### src/rtl/seven_seg_scan_ctrl_pkg.sv
// Shared types and constants for the multiplexed 7-segment scan controller.
package seven_seg_scan_ctrl_pkg;

  localparam int unsigned SEG_W  = 7;
  localparam int unsigned DATA_W = 4;

  localparam logic [SEG_W-1:0] SEG_DARK = 7'h7F;

  typedef enum logic [1:0] {
    ST_GAP    = 2'd0,
    ST_DRIVE  = 2'd1,
    ST_COMMIT = 2'd2
  } scan_state_e;

  typedef struct packed {
    logic [DATA_W-1:0] data;
    logic              blank;
    logic              blink;
  } digit_t;

  localparam digit_t DIGIT_RST = '{data: '0, blank: 1'b1, blink: 1'b0};

endpackage

### src/rtl/seven_seg_decoder_7.sv
// Hex nibble to active-low segment pattern {g,f,e,d,c,b,a}.
module seven_seg_decoder_7
  import seven_seg_scan_ctrl_pkg::*;
(
  input  logic [DATA_W-1:0] hex,
  output logic [SEG_W-1:0]  seg_n_c
);

  always_comb begin
    seg_n_c = SEG_DARK;
    case (hex)
      4'h0: seg_n_c = 7'b1000000;
      4'h1: seg_n_c = 7'b1111001;
      4'h2: seg_n_c = 7'b0100100;
      4'h3: seg_n_c = 7'b0110000;
      4'h4: seg_n_c = 7'b0011001;
      4'h5: seg_n_c = 7'b0010010;
      4'h6: seg_n_c = 7'b0000010;
      4'h7: seg_n_c = 7'b1111000;
      4'h8: seg_n_c = 7'b0000000;
      4'h9: seg_n_c = 7'b0010000;
      4'hA: seg_n_c = 7'b0001000;
      4'hB: seg_n_c = 7'b0000011;
      4'hC: seg_n_c = 7'b1000110;
      4'hD: seg_n_c = 7'b0100001;
      4'hE: seg_n_c = 7'b0000110;
      4'hF: seg_n_c = 7'b0001110;
      default: seg_n_c = SEG_DARK;
    endcase
  end

endmodule

### src/rtl/seven_seg_scan_ctrl.sv
// Scans NUM_DIGITS digits through one shared decoder; shadow buffer is committed
// to the live buffer once per frame so game-side updates never tear.
module seven_seg_scan_ctrl
  import seven_seg_scan_ctrl_pkg::*;
#(
  parameter int unsigned NUM_DIGITS   = 4,
  parameter int unsigned ADDR_W       = 2,
  parameter int unsigned SCAN_DIV     = 50000,
  parameter int unsigned BLANK_GAP    = 2,
  parameter int unsigned BLINK_FRAMES = 64
) (
  input  logic                  clk,
  input  logic                  rst_n,
  input  logic                  wr_valid,
  output logic                  wr_ready,
  input  logic [ADDR_W-1:0]     wr_addr,
  input  logic [DATA_W-1:0]     wr_data,
  input  logic                  wr_blank,
  input  logic                  wr_blink,
  output logic [SEG_W-1:0]      seg_n,
  output logic [NUM_DIGITS-1:0] dig_n,
  output logic                  frame_tick
);

  localparam int unsigned PRE_W = (SCAN_DIV > 1) ? $clog2(SCAN_DIV) : 1;
  localparam int unsigned IDX_W = (NUM_DIGITS > 1) ? $clog2(NUM_DIGITS) : 1;
  localparam int unsigned FRM_W = $clog2(BLINK_FRAMES + 1);

  localparam logic [PRE_W-1:0] GAP_LAST = PRE_W'(BLANK_GAP - 1);
  localparam logic [PRE_W-1:0] DRV_LAST = PRE_W'(SCAN_DIV - BLANK_GAP - 1);
  localparam logic [IDX_W-1:0] IDX_LAST = IDX_W'(NUM_DIGITS - 1);
  localparam logic [FRM_W-1:0] FRM_LAST = FRM_W'(BLINK_FRAMES - 1);

  scan_state_e           state_q, state_d;
  logic [PRE_W-1:0]      pre_q, pre_d;
  logic [IDX_W-1:0]      idx_q, idx_d;
  logic [FRM_W-1:0]      frame_q, frame_d;
  logic                  phase_q, phase_d;
  digit_t                shadow_q [NUM_DIGITS];
  digit_t                shadow_d [NUM_DIGITS];
  digit_t                live_q   [NUM_DIGITS];
  digit_t                live_d   [NUM_DIGITS];
  logic                  wr_ready_q, wr_ready_d;
  logic                  frame_tick_q, frame_tick_d;
  logic [SEG_W-1:0]      seg_n_q, seg_n_d;
  logic [NUM_DIGITS-1:0] dig_n_q, dig_n_d;

  digit_t           cur_c;
  logic [SEG_W-1:0] dec_seg_c;
  logic             wr_fire_c;

  assign wr_fire_c = wr_valid & wr_ready_q;

  // Shadow write port; addresses beyond the last digit are accepted but dropped.
  always_comb begin
    shadow_d = shadow_q;
    for (int i = 0; i < int'(NUM_DIGITS); i++) begin
      if (wr_fire_c && (wr_addr == ADDR_W'(i))) begin
        shadow_d[i] = '{data: wr_data, blank: wr_blank, blink: wr_blink};
      end
    end
  end

  // Scan sequencer: GAP -> DRIVE -> (GAP | COMMIT).
  always_comb begin
    state_d      = state_q;
    pre_d        = pre_q + PRE_W'(1);
    idx_d        = idx_q;
    frame_d      = frame_q;
    phase_d      = phase_q;
    live_d       = live_q;
    unique case (state_q)
      ST_GAP: begin
        if (pre_q == GAP_LAST) begin
          state_d = ST_DRIVE;
          pre_d   = '0;
        end
      end
      ST_DRIVE: begin
        if (pre_q == DRV_LAST) begin
          pre_d = '0;
          if (idx_q == IDX_LAST) begin
            idx_d   = '0;
            state_d = ST_COMMIT;
          end else begin
            idx_d   = idx_q + IDX_W'(1);
            state_d = ST_GAP;
          end
        end
      end
      ST_COMMIT: begin
        pre_d   = '0;
        state_d = ST_GAP;
        live_d  = shadow_q;
        if (frame_q == FRM_LAST) begin
          frame_d = '0;
          phase_d = ~phase_q;
        end else begin
          frame_d = frame_q + FRM_W'(1);
        end
      end
      default: begin
        state_d = ST_GAP;
        pre_d   = '0;
      end
    endcase
    wr_ready_d   = (state_d != ST_COMMIT);
    frame_tick_d = (state_d == ST_COMMIT);
  end

  always_comb begin
    cur_c = live_q[0];
    for (int i = 0; i < int'(NUM_DIGITS); i++) begin
      if (idx_q == IDX_W'(i)) cur_c = live_q[i];
    end
  end

  seven_seg_decoder_7 u_dec (
    .hex     (cur_c.data),
    .seg_n_c (dec_seg_c)
  );

  // Output decode; a blanked digit also drops its enable so an unwritten display is fully dark.
  always_comb begin
    seg_n_d = SEG_DARK;
    dig_n_d = '1;
    if (state_q == ST_DRIVE && !cur_c.blank) begin
      dig_n_d = ~(NUM_DIGITS'(1) << idx_q);
      seg_n_d = (cur_c.blink & phase_q) ? SEG_DARK : dec_seg_c;
    end
  end

  always_ff @(posedge clk or negedge rst_n) begin
    if (!rst_n) begin
      state_q      <= ST_GAP;
      pre_q        <= '0;
      idx_q        <= '0;
      frame_q      <= '0;
      phase_q      <= 1'b0;
      for (int i = 0; i < int'(NUM_DIGITS); i++) begin
        shadow_q[i] <= DIGIT_RST;
        live_q[i]   <= DIGIT_RST;
      end
      wr_ready_q   <= 1'b1;
      frame_tick_q <= 1'b0;
      seg_n_q      <= SEG_DARK;
      dig_n_q      <= '1;
    end else begin
      state_q      <= state_d;
      pre_q        <= pre_d;
      idx_q        <= idx_d;
      frame_q      <= frame_d;
      phase_q      <= phase_d;
      shadow_q     <= shadow_d;
      live_q       <= live_d;
      wr_ready_q   <= wr_ready_d;
      frame_tick_q <= frame_tick_d;
      seg_n_q      <= seg_n_d;
      dig_n_q      <= dig_n_d;
    end
  end

  assign wr_ready   = wr_ready_q;
  assign frame_tick = frame_tick_q;
  assign seg_n      = seg_n_q;
  assign dig_n      = dig_n_q;

endmodule

### config.mk
export PLATFORM = sky130hd
export DESIGN_NAME = seven_seg_scan_ctrl
export DESIGN_NICKNAME = d
export VERILOG_FILES = /design/src/rtl/seven_seg_scan_ctrl_pkg.sv /design/src/rtl/seven_seg_decoder_7.sv /design/src/rtl/seven_seg_scan_ctrl.sv
export SDC_FILE = /design/constraint.sdc
export NUM_CORES = 1
export LEC_CHECK = 0
export CAP_MARGIN = 40
export CORE_ASPECT_RATIO = 1.4
export CORE_MARGIN = 5
export CORE_UTILIZATION = 64
export CTS_CLUSTER_DIAMETER = 150
export DETAILED_ROUTE_END_ITERATION = 10
export PLACE_DENSITY = 0.91
export SYNTH_ARGS = -nofsm -noshare
export SYNTH_HDL_FRONTEND = slang
export SYNTH_SLANG_ARGS = --single-unit
export TNS_END_PERCENT = 1
### constraint.sdc
create_clock -name clk -period 6.8 [get_ports clk]
set_input_delay 2.04 -clock clk [delete_from_list [all_inputs] [get_ports clk]]
set_output_delay 2.04 -clock clk [all_outputs]
set_load 0.03 [all_outputs]
==> reports/metrics.cfg <==
[run_status]
outcome=finished, final reports clean

[routing]
ant_nets=0
vias=2913
wl_um=8070
firstDrtPassIters=4
drc=0
wire_per_inst_um=16.4
drt_iter0_markers=209
via_per_inst=5.93

[placement]
dp_hpwl_um=5560
port-buffer-count=23
dp.cells=475
placed_area_um2=4560
dp_worst_setup_slack_ps=3000
place_congestion=0.850

[cells_and_area]
drive_gt1_share_pct=19.7
fin_nets=436
fin_cells=491
antennaDiodeCount=0
mostFrequentLayoutCell=nand2_1
fin_area_um2=4740
fin_util_pct=72.6
layout_common_cells=nand2_1, dfrtp_1, mux2_2, nor2_1, clkdlybuf4s50_1
syn_to_final_growth_pct=11.2

[grt]
antenna_found_initial=0
grt_pass1_vias=3019
grt_max_degree=71
overflow=0
track_usage_pct=21.5
grt_pass1_wl_um=14000

[setup_path]
cpMaxStageDelayCell=clkdlybuf4s50_1
cp-start-kind=register
cp.required_ps=4760
cp_max_fo=4
cp-end-kind=output port
worst-setup-path-type=reg2out
critPathArrivalTime_ps=1600
path_cells=clkdlybuf4s50_1
max_stage_delay_ps=670
critPathBufInv=1
crit_family=buffers and inverters

[timing]
worst_slack_ps=3160
tns_ps=0
fin_crit_ps=3640
slew_headroom_pct=43.8
finalSetupViolCount=0
final.period_utilization_pct=53.5
worstMarginPinSlew_ps=838
fin_skew_ps=7.50
rsz0062_at_grt=false
maxSlewViolCount=0
fmax_mhz=275
finalHoldViolations=0

[synthesis]
synth_edf_count=0
synth_fp_nets=411
ys_seq_area_share_pct=52.9
yosys_warnings=0
synth-main-ff-cell=dfrtp_1
synth_area_um2=4260
syn_avg_cell_area_um2=11.0
ys_top_cells_by_area=dfrtp_1, dfstp_2, nand2_1
netlist_instances=387
yosys.area.top_type=dfrtp_1
synth_top_cell_area_share_pct=40.5
yosysUniqueCellTypes=57
async_flop_share_pct=100
ys_ff_latch=89

[floorplanning]
die-area_um2=8410
io_pins=24
row_count=35
die_width_um=79.0
start_util_pct=65.3
die_h_um=107
coreArea_um2=6530

[power]
cellPowerDensity_nw_per_um2=201
vdd_drop_max_mv=0.181
power.leakage_uw=0.00210

[clock_tree]
ctsResizeCount=0
cts.htree.levels=3
cts_setup_buffers=0
numCtsBuffers=9
clkTransAtPathRegs_ps=90
clock_path_buffers=2
cts.sinks=89
clockRootBuffer=clkbuf_8
clk_latency_ps=370
cts_tree=built
holdBufCountCts=0

[worst_hold_path]
hp-class=reg2reg

[run]
maxCapViolCount=0

per-stage QoR:
| stage | total power [uW] | hold WS [ps] |
|---|---|---|
| 2_1_floorplan | 607 | 432 |
| 3_3_place_gp | 629 | 441 |
| 3_5_place_dp | 635 | 443 |
| 4_1_cts | 959 | 457 |
| 5_1_grt | 991 | 474 |
| 6_report | 954 | 461 |
where the power goes:
| group | leakage (uW) | internal (uW) | switching (uW) | total [uW] |
|---|---|---|---|---|
| Combinational | 0.000924 | 28.5 | 21.6 | 50.1 |
| Clock | 0.0000741 | 134 | 195 | 329 |
| Sequential | 0.00110 | 560 | 15.1 | 575 |
per-layer routing:
metal | track usage [%] | vias up | wire [um]
li1 | - | 1371 | -
met1 | 26.7 | 1460 | 3570
met2 | 35.5 | 64 | 4040
met3 | 5.25 | 18 | 274
met4 | 9.58 | 0 | 191
met5 | 0 | - | 0
synthesized netlist by cell type (3+ instances only):
cell type	n
buf_2	5
dfrtp_1	69
dfstp_2	20
ha_1	13
inv_1	12
mux2_2	27
mux2i_1	11
nand2_1	92
nand3_1	7
nand4_1	6
nor2_1	26
nor2b_1	7
nor3_1	8
nor3b_1	4
nor4_1	4
o221ai_1	7
xnor2_1	16
xor2_1	3
area by class of cell:
| class | instances | area [um^2] |
|---|---|---|
| Multi-Input combinational cell | 274 | 1900 |
| Clock buffer | 9 | 124 |
| Timing Repair Buffer | 26 | 270 |
| Fill cell | 449 | 1790 |
| Sequential cell | 89 | 2250 |
| Tap cell | 74 | 92.6 |
| Clock inverter | 7 | 55.1 |
| Inverter | 12 | 45.0 |
state kept, by name (all words and copies together), names as in the netlist:
name and cells:
frame_tick 1, dig_n 4, pre_q 16, state_q 2
frame_q 7, idx_q 2, wr_ready 1, shadow_q 24
seg_n 7, phase_q 1, live_q 24
worst paths after layout:
kind                       cells past startpoint  slack (ps)          to          from
max                                            1        3160    wr_ready      wr_ready
min                                            2         460  live_q[19]  shadow_q[19]
max reg2reg                                    8        3400    seg_n[0]      idx_q[0]
min reg2reg                                    2         460  live_q[19]  shadow_q[19]
max in group asynchronous                      2        4600   live_q[7]         rst_n
min in group asynchronous                      1        1540   pre_q[13]         rst_n
cells by family after synthesis:
logic type                 share of synthesized area (%)
and+or+nand+nor                                     20.6
adders and majority gates                           3.82
muxes                                               10.0
AOI/OAI and AO/OA                                   6.20
DFF                                                 52.9
xor gates and xnor gates                            3.91
buffers and inverters                               2.55
Power figures use the tool's default switching activity.
